==> src/rtl/bit_scan_unit_pkg.sv <==
// rtl/bit_scan_unit_pkg.sv - op codes, state encoding and scan-width helpers for bit_scan_unit
package bit_scan_pkg;

  typedef enum logic [1:0] {
    OP_FF1 = 2'b00,
    OP_FL1 = 2'b01,
    OP_CLZ = 2'b10,
    OP_CTZ = 2'b11
  } op_e;

  typedef enum logic [1:0] {
    IDLE = 2'd0,
    SCAN = 2'd1,
    DONE = 2'd2
  } state_e;

  localparam int DEFAULT_SCAN_WIDTH = 4;
  localparam int NUM_CHUNKS = 32 / DEFAULT_SCAN_WIDTH;

  function automatic bit scan_width_legal(input int w);
    return (w == 1) || (w == 2) || (w == 4) || (w == 8) || (w == 16) || (w == 32);
  endfunction

  function automatic int num_chunks(input int w);
    return 32 / w;
  endfunction

  // fl1/clz look for the highest one, so they walk down from the MSB
  function automatic logic msb_first(input op_e op);
    return (op == OP_FL1) || (op == OP_CLZ);
  endfunction

  function automatic logic [31:0] map_result(input op_e op, input logic found, input logic [4:0] p);
    case (op)
      OP_FF1, OP_FL1: return found ? (32'(p) + 32'd1) : 32'd0;
      OP_CLZ:         return found ? (32'd31 - 32'(p)) : 32'd32;
      default:        return found ? 32'(p) : 32'd32;
    endcase
  endfunction

endpackage

==> src/rtl/bit_scan_unit_if.sv <==
// rtl/bit_scan_unit_if.sv - start/busy/done request interface of bit_scan_unit
interface bit_scan_unit_if;
  logic        start;
  logic [1:0]  control;
  logic [31:0] operand;
  logic        busy;
  logic        done;
  logic [31:0] result;
  logic        zeroFlag;

  modport master (output start, control, operand, input busy, done, result, zeroFlag);
  modport slave  (input start, control, operand, output busy, done, result, zeroFlag);
endinterface

==> src/rtl/bit_scan_unit_chunk_priority_encoder.sv <==
// rtl/bit_scan_unit_chunk_priority_encoder.sv - hit flag and in-chunk index of the lowest or highest set bit
module chunk_priority_encoder #(
  parameter int W     = 4,
  parameter int IDX_W = 2
) (
  input  logic [W-1:0]     chunk_bits,
  input  logic             msb_first,
  output logic             hit,
  output logic [IDX_W-1:0] idx
);

  always_comb begin
    hit = |chunk_bits;
    idx = '0;
    if (msb_first) begin
      for (int i = 0; i < W; i++) begin
        if (chunk_bits[i]) idx = IDX_W'(i);
      end
    end else begin
      for (int i = W - 1; i >= 0; i--) begin
        if (chunk_bits[i]) idx = IDX_W'(i);
      end
    end
  end

endmodule

==> src/rtl/bit_scan_unit.sv <==
// rtl/bit_scan_unit.sv - iterative ff1/fl1/clz/ctz unit, SCAN_WIDTH bits per cycle
// BIT_SCAN_EARLY_EXIT_EN: leave SCAN at the first chunk holding a one (data-dependent latency).
module bit_scan_unit #(
  parameter int SCAN_WIDTH = bit_scan_pkg::DEFAULT_SCAN_WIDTH
) (
  input  logic          clock,
  input  logic          reset,
  bit_scan_unit_if.slave bus
);
  import bit_scan_pkg::*;

  localparam int N_CHUNKS = num_chunks(SCAN_WIDTH);
  localparam int CHUNK_W  = (N_CHUNKS > 1) ? $clog2(N_CHUNKS) : 1;
  localparam int IDX_W    = (SCAN_WIDTH > 1) ? $clog2(SCAN_WIDTH) : 1;

  if (!scan_width_legal(SCAN_WIDTH)) begin : g_illegal_width
    $error("SCAN_WIDTH must be 1, 2, 4, 8, 16 or 32");
  end

  state_e               state_q, state_d;
  op_e                  op_q, op_d;
  logic [31:0]          operand_q, operand_d;
  logic [CHUNK_W-1:0]   chunk_q, chunk_d;
  logic                 hit_found_q, hit_found_d;
  logic [4:0]           hit_pos_q, hit_pos_d;
  logic                 busy_q, busy_d;
  logic                 done_q, done_d;
  logic [31:0]          result_q, result_d;
  logic                 zero_flag_q, zero_flag_d;

  logic                 dir_msb;
  logic [4:0]           base;
  logic [31:0]          shifted;
  logic [SCAN_WIDTH-1:0] chunk_bits;
  logic                 cur_hit;
  logic [IDX_W-1:0]     cur_idx;
  logic [4:0]           cur_pos;
  logic                 last_chunk;
  logic                 scan_exit;
  logic                 final_found;
  logic [4:0]           final_pos;

  // base is the bit index of the chunk's LSB in either scan direction
  always_comb begin
    dir_msb = msb_first(op_q);
    if (dir_msb) base = 5'(32 - (int'(chunk_q) + 1) * SCAN_WIDTH);
    else         base = 5'(int'(chunk_q) * SCAN_WIDTH);
    shifted     = operand_q >> base;
    chunk_bits  = shifted[SCAN_WIDTH-1:0];
    cur_pos     = base + 5'(cur_idx);
    last_chunk  = (chunk_q == CHUNK_W'(N_CHUNKS - 1));
    final_found = hit_found_q | cur_hit;
    final_pos   = hit_found_q ? hit_pos_q : cur_pos;
`ifdef BIT_SCAN_EARLY_EXIT_EN
    scan_exit   = last_chunk | cur_hit;
`else
    scan_exit   = last_chunk;
`endif
  end

  chunk_priority_encoder #(
    .W     (SCAN_WIDTH),
    .IDX_W (IDX_W)
  ) u_chunk_priority_encoder (
    .chunk_bits (chunk_bits),
    .msb_first  (dir_msb),
    .hit        (cur_hit),
    .idx        (cur_idx)
  );

  always_comb begin
    state_d     = state_q;
    op_d        = op_q;
    operand_d   = operand_q;
    chunk_d     = chunk_q;
    hit_found_d = hit_found_q;
    hit_pos_d   = hit_pos_q;
    busy_d      = busy_q;
    done_d      = 1'b0;
    result_d    = result_q;
    zero_flag_d = zero_flag_q;
    case (state_q)
      IDLE, DONE: begin
        state_d = IDLE;
        if (bus.start) begin
          state_d     = SCAN;
          op_d        = op_e'(bus.control);
          operand_d   = bus.operand;
          chunk_d     = '0;
          hit_found_d = 1'b0;
          hit_pos_d   = '0;
          busy_d      = 1'b1;
        end
      end
      SCAN: begin
        // only the first hit in scan order is kept when walking every chunk
        if (!hit_found_q && cur_hit) begin
          hit_found_d = 1'b1;
          hit_pos_d   = cur_pos;
        end
        if (scan_exit) begin
          state_d     = DONE;
          busy_d      = 1'b0;
          done_d      = 1'b1;
          result_d    = map_result(op_q, final_found, final_pos);
          zero_flag_d = ~final_found;
        end else begin
          chunk_d = chunk_q + 1'b1;
        end
      end
      default: state_d = IDLE;
    endcase
  end

  always_ff @(posedge clock) begin
    if (reset) begin
      state_q     <= IDLE;
      op_q        <= OP_FF1;
      operand_q   <= '0;
      chunk_q     <= '0;
      hit_found_q <= 1'b0;
      hit_pos_q   <= '0;
      busy_q      <= 1'b0;
      done_q      <= 1'b0;
      result_q    <= '0;
      zero_flag_q <= 1'b0;
    end else begin
      state_q     <= state_d;
      op_q        <= op_d;
      operand_q   <= operand_d;
      chunk_q     <= chunk_d;
      hit_found_q <= hit_found_d;
      hit_pos_q   <= hit_pos_d;
      busy_q      <= busy_d;
      done_q      <= done_d;
      result_q    <= result_d;
      zero_flag_q <= zero_flag_d;
    end
  end

  assign bus.busy     = busy_q;
  assign bus.done     = done_q;
  assign bus.result   = result_q;
  assign bus.zeroFlag = zero_flag_q;

endmodule

==> src/flat_wrapper.sv <==
// flat-port wrapper written by rule: the top's interface ports become plain ports
module bit_scan_unit_flat import bit_scan_pkg::*;
#(
  parameter int SCAN_WIDTH = bit_scan_pkg::DEFAULT_SCAN_WIDTH
)
  (clock, reset, bus_start, bus_control, bus_operand, bus_busy, bus_done, bus_result, bus_zeroFlag);
  bit_scan_unit_if bus_i ();
  input  logic clock;
  input  logic reset;
  input wire logic [$bits(bus_i.start)-1:0] bus_start;
  input wire logic [$bits(bus_i.control)-1:0] bus_control;
  input wire logic [$bits(bus_i.operand)-1:0] bus_operand;
  output wire logic [$bits(bus_i.busy)-1:0] bus_busy;
  output wire logic [$bits(bus_i.done)-1:0] bus_done;
  output wire logic [$bits(bus_i.result)-1:0] bus_result;
  output wire logic [$bits(bus_i.zeroFlag)-1:0] bus_zeroFlag;
  assign bus_i.start = bus_start;
  assign bus_i.control = bus_control;
  assign bus_i.operand = bus_operand;
  assign bus_busy = bus_i.busy;
  assign bus_done = bus_i.done;
  assign bus_result = bus_i.result;
  assign bus_zeroFlag = bus_i.zeroFlag;
  bit_scan_unit #(.SCAN_WIDTH(SCAN_WIDTH)) u_core (.clock(clock), .reset(reset), .bus(bus_i));
endmodule
==> config.mk <==
export PLATFORM = sky130hd
export DESIGN_NAME = bit_scan_unit_flat
export DESIGN_NICKNAME = d
export VERILOG_FILES = /design/src/rtl/bit_scan_unit_pkg.sv /design/src/rtl/bit_scan_unit_if.sv /design/src/rtl/bit_scan_unit_chunk_priority_encoder.sv /design/src/rtl/bit_scan_unit.sv /design/src/flat_wrapper.sv
export SDC_FILE = /design/constraint.sdc
export NUM_CORES = 1
export LEC_CHECK = 0
export ABC_AREA = 1
export CORE_MARGIN = 2
export CORE_UTILIZATION = 49
export DETAILED_ROUTE_END_ITERATION = 7
export GPL_TIMING_DRIVEN = 0
export PLACE_DENSITY = 0.8
export SETUP_SLACK_MARGIN = 0.15
export SYNTH_ARGS = -nofsm -noshare
export SYNTH_HDL_FRONTEND = slang
export SYNTH_HIERARCHICAL = 1
export SYNTH_SLANG_ARGS = --single-unit
export TNS_END_PERCENT = 100
==> constraint.sdc <==
create_clock -name clock -period 3.4 [get_ports clock]
set_input_delay 0.34 -clock clock [delete_from_list [all_inputs] [get_ports clock]]
set_output_delay 0.34 -clock clock [all_outputs]
set_load 0.01 [all_outputs]
==> results_dict.tcl <==
set metrics [dict create \
    portBuffers 44 \
    rsz0062_at_grt "true" \
    vias 2842 \
    slowest_stage "dfxtp_2" \
    synth_area_per_cell_um2 6.66 \
    nets 551 \
    fin_crit_ns 3.00 \
    grt.met1_usage_pct 24.1 \
    power_density_nw_per_um2 436 \
    p_sw_share_pct 34.1 \
    synth_area_um2 2820 \
    drive_gt1_share_pct 14.0 \
    whs_endpoint "u_core/bus.result[4]" \
    synth_top_area_share_pct 38.4 \
    cp-start-kind "flip-flop" \
    cpPeakStageDelay_ns 0.35 \
    setup.worst_path.end_class "flip-flop" \
    ctsHoldBuffers 0 \
    antenna_found_initial 0 \
    fin_crit_sh_pct 88.3 \
    cts_num_sinks 54 \
    gr-usage-met2_pct 37.0 \
    p_seq_share_pct 44.2 \
    pwr-share-comb_pct 35.3 \
    hold_violations 0 \
    synth_edf_count 0 \
    drt_wl_total_um 6640 \
    ant_nets 0 \
    min_path_cells 2 \
    final_util_pct 66.2 \
    outcome "finished clean" \
    crit_type "reg2reg" \
    die_x_um 79.8 \
    synthArstFlopShare_pct 0 \
    ys_seq_elements 54 \
    insertion_delay_ns 0.29 \
    drc 0 \
    ys_warn_count 6 \
    max_freq_mhz 333 \
    chipHeight_um 79.8 \
    drt-initial-drc-count 152 \
    cts_made_buffers 5 \
    grt_pass1_wl_um 10500 \
    pwr-share-clk_pct 20.5 \
    power_mw 1.60 \
    met3_usage_pct 3.17 \
    p_int_mw 1.05 \
    diodes 0 \
    vias_per_cell 4.91 \
    synth_common_cells "94 x nand2_1, 83 x nor2_1, 54 x dfxtp_1" \
    max-vdd-ir-drop_mv 0.272 \
    reg2reg_to "u_core/bus.result[4]" \
    cpMostUsedCell "nand2_1" \
    h-tree-depth 2 \
    grt_usage_pct 20.4 \
    p_leak_nw 1.67 \
    ios 72 \
    setup_violations 0 \
    arrival_ns 3.23 \
    dominantRegCellSynth "dfxtp_1" \
    cp_max_fo 6 \
    drt-pass1-iter-count 4 \
    hold_path.class "in2reg" \
    r2r_slack_ns 0.40 \
    worstRegToRegCells 22 \
    routedWlPerCell_um 11.5 \
    holdCritStartpoint "reset" \
    finClkSkew_ns 0.00403 \
    drv_slew 0 \
    synth_most_common_cell "nand2_1" \
    die_area_um2 6370 \
    fin_tns_setup_ns 0 \
    rr_startpoint "u_core/op_q[0]" \
    syn_to_final_growth_pct 30.1 \
    gp_congestion 0.870 \
    syn-instance-count 423 \
    placed_cells 564 \
    core_area_um2 5540 \
    crit_chain "inv_1, ha_4, or2_1, a21boi_4, buf_6, nand2_1, nand2_1, a21oi_1, o31ai_2, nor2_1, a21oi_2, nand2_1, nand2_2, ha_2, inv_1, nor2_2, nand2_1, nand2_1, nand3_1, nand2_1, nand2_1, a21oi_1" \
    instances_no_fill 579 \
    required_ns 3.63 \
    grt_max_degree 15 \
    worst_slew_pin_slew_ns 0.607 \
    synth.largest_area_cell "dfxtp_1" \
    cts_buffer_depth 2 \
    synth.distinct_cells 28 \
    cap_violations 0 \
    fp-row-count 27 \
    overflow 0 \
    clock-root-buffer "clkbuf_8" \
    busiest_layer "met2" \
    seq_area_frac_synth_pct 38.4 \
    switchingPower_mw 0.544 \
    grt_pass1_vias 2483 \
    hold_ws_ns 0.428 \
    relSlewSlack_pct 59.1 \
    cts_tree "yes" \
    start_util_pct 50.9 \
    yosys-top-cells-area "dfxtp_1 38%, nand2_1 13%, nor2_1 11%" \
    dp_hpwl_um 4830 \
    clk_pin_slew_ns 0.09 \
]
-- power by group through the flow --
stage | logic, mW | clock network [mW] | registers (mW)
floorplan | 0.366 | 0 | 0.710
CTS | 0.496 | 0.342 | 0.702
global route | 0.640 | 0.364 | 0.709
global placement | 0.484 | 0 | 0.716
finish | 0.564 | 0.328 | 0.705
detailed placement | 0.490 | 0 | 0.717
-- how the worst max path moves through the flow --
| stage | end | depth (start not counted) | slack (ns) | start |
|---|---|---|---|---|
| after floorplan | u_core/bus.result[4] | 21 | 0.50 | u_core/op_q[0] |
| after global placement | u_core/bus.result[4] | 22 | 0.09 | u_core/op_q[0] |
| after detailed placement | u_core/bus.result[4] | 22 | 0.03 | u_core/op_q[0] |
| after CTS | u_core/bus.result[4] | 22 | 0.15 | u_core/op_q[1] |
| after global routing | u_core/bus.result[4] | 24 | 0.09 | u_core/op_q[0] |
| final | u_core/bus.result[4] | 22 | 0.40 | u_core/op_q[0] |
-- per-stage QoR --
step / instance area, µm² / worst slack (ns)
CTS: 3530 / 0.152
detailed placement: 3440 / 0.0267
finish: 3670 / 0.399
floorplan: 2910 / 0.497
global placement: 3440 / 0.0907
global route: 3670 / 0.0868
-- worst max-delay path: cells and delay by family, from the launching register on --
kind / cells / cell delay, ns
adders and majority gates: 2 / 0.49
AOI/OAI and AO/OA: 5 / 0.85
and+or+nand+nor: 12 / 0.97
DFF: 1 / 0.35
buffers and inverters: 3 / 0.29
-- cells in the final DEF (no fill, tap or decap), drive strengths merged --
master	count
a21oi	29
nor2	84
clkdlybuf4s50	44
o21ai	45
dfxtp	54
a31oi	3
or2	3
a21boi	1
o211ai	1
nor3	1
buf	41
o31ai	3
conb	26
nand2	96
inv	30
nand4	1
nand2b	1
ha	7
clkbuf	17
a32o	1
nand3	19
-- layout make-up --
class / count / area [µm²]
buffer: 43 / 284
clock buffer: 7 / 76.3
fill: 538 / 1870
inverter: 30 / 113
multi-input combinational: 321 / 1520
sequential: 54 / 1080
tap: 72 / 90.1
timing repair buffer: 52 / 495
-- registers in the layout, indices dropped and copies added (netlist names) --
| name | count |
|---|---|
| u_core/bus.busy | 1 |
| u_core/bus.done | 1 |
| u_core/bus.result | 6 |
| u_core/bus.zeroFlag | 1 |
| u_core/chunk_q | 3 |
| u_core/hit_found_q | 1 |
| u_core/hit_pos_q | 5 |
| u_core/op_q | 2 |
| u_core/operand_q | 32 |
| u_core/state_q | 2 |
-- layer usage --
layer | wire (µm) | share of wire [%]
met5 | 0 | 0
met4 | 143 | 2.2
met3 | 311 | 4.7
met2 | 3280 | 49
met1 | 2900 | 44
-- logic make-up (layout without fill, tap and decap cells) --
family	count (synthesis)	after routing	share of synthesized area, %
compound gates	83	83	15.8
fa+ha+maj	7	7	3.11
buf+inv	73	132	13.7
flops	54	54	38.4
other cells	1	26	0.133
simple gates	205	205	28.9
-- timing repair --
| item | in CTS | in global routing |
|---|---|---|
| buffers inserted | 0 | 7 |
| gates cloned | 0 | 1 |
| gates resized for setup | 3 | 23 |
| pin swaps | 0 | 5 |
| setup endpoints to repair | 4 | 11 |
(Power assumes the default switching activity.)
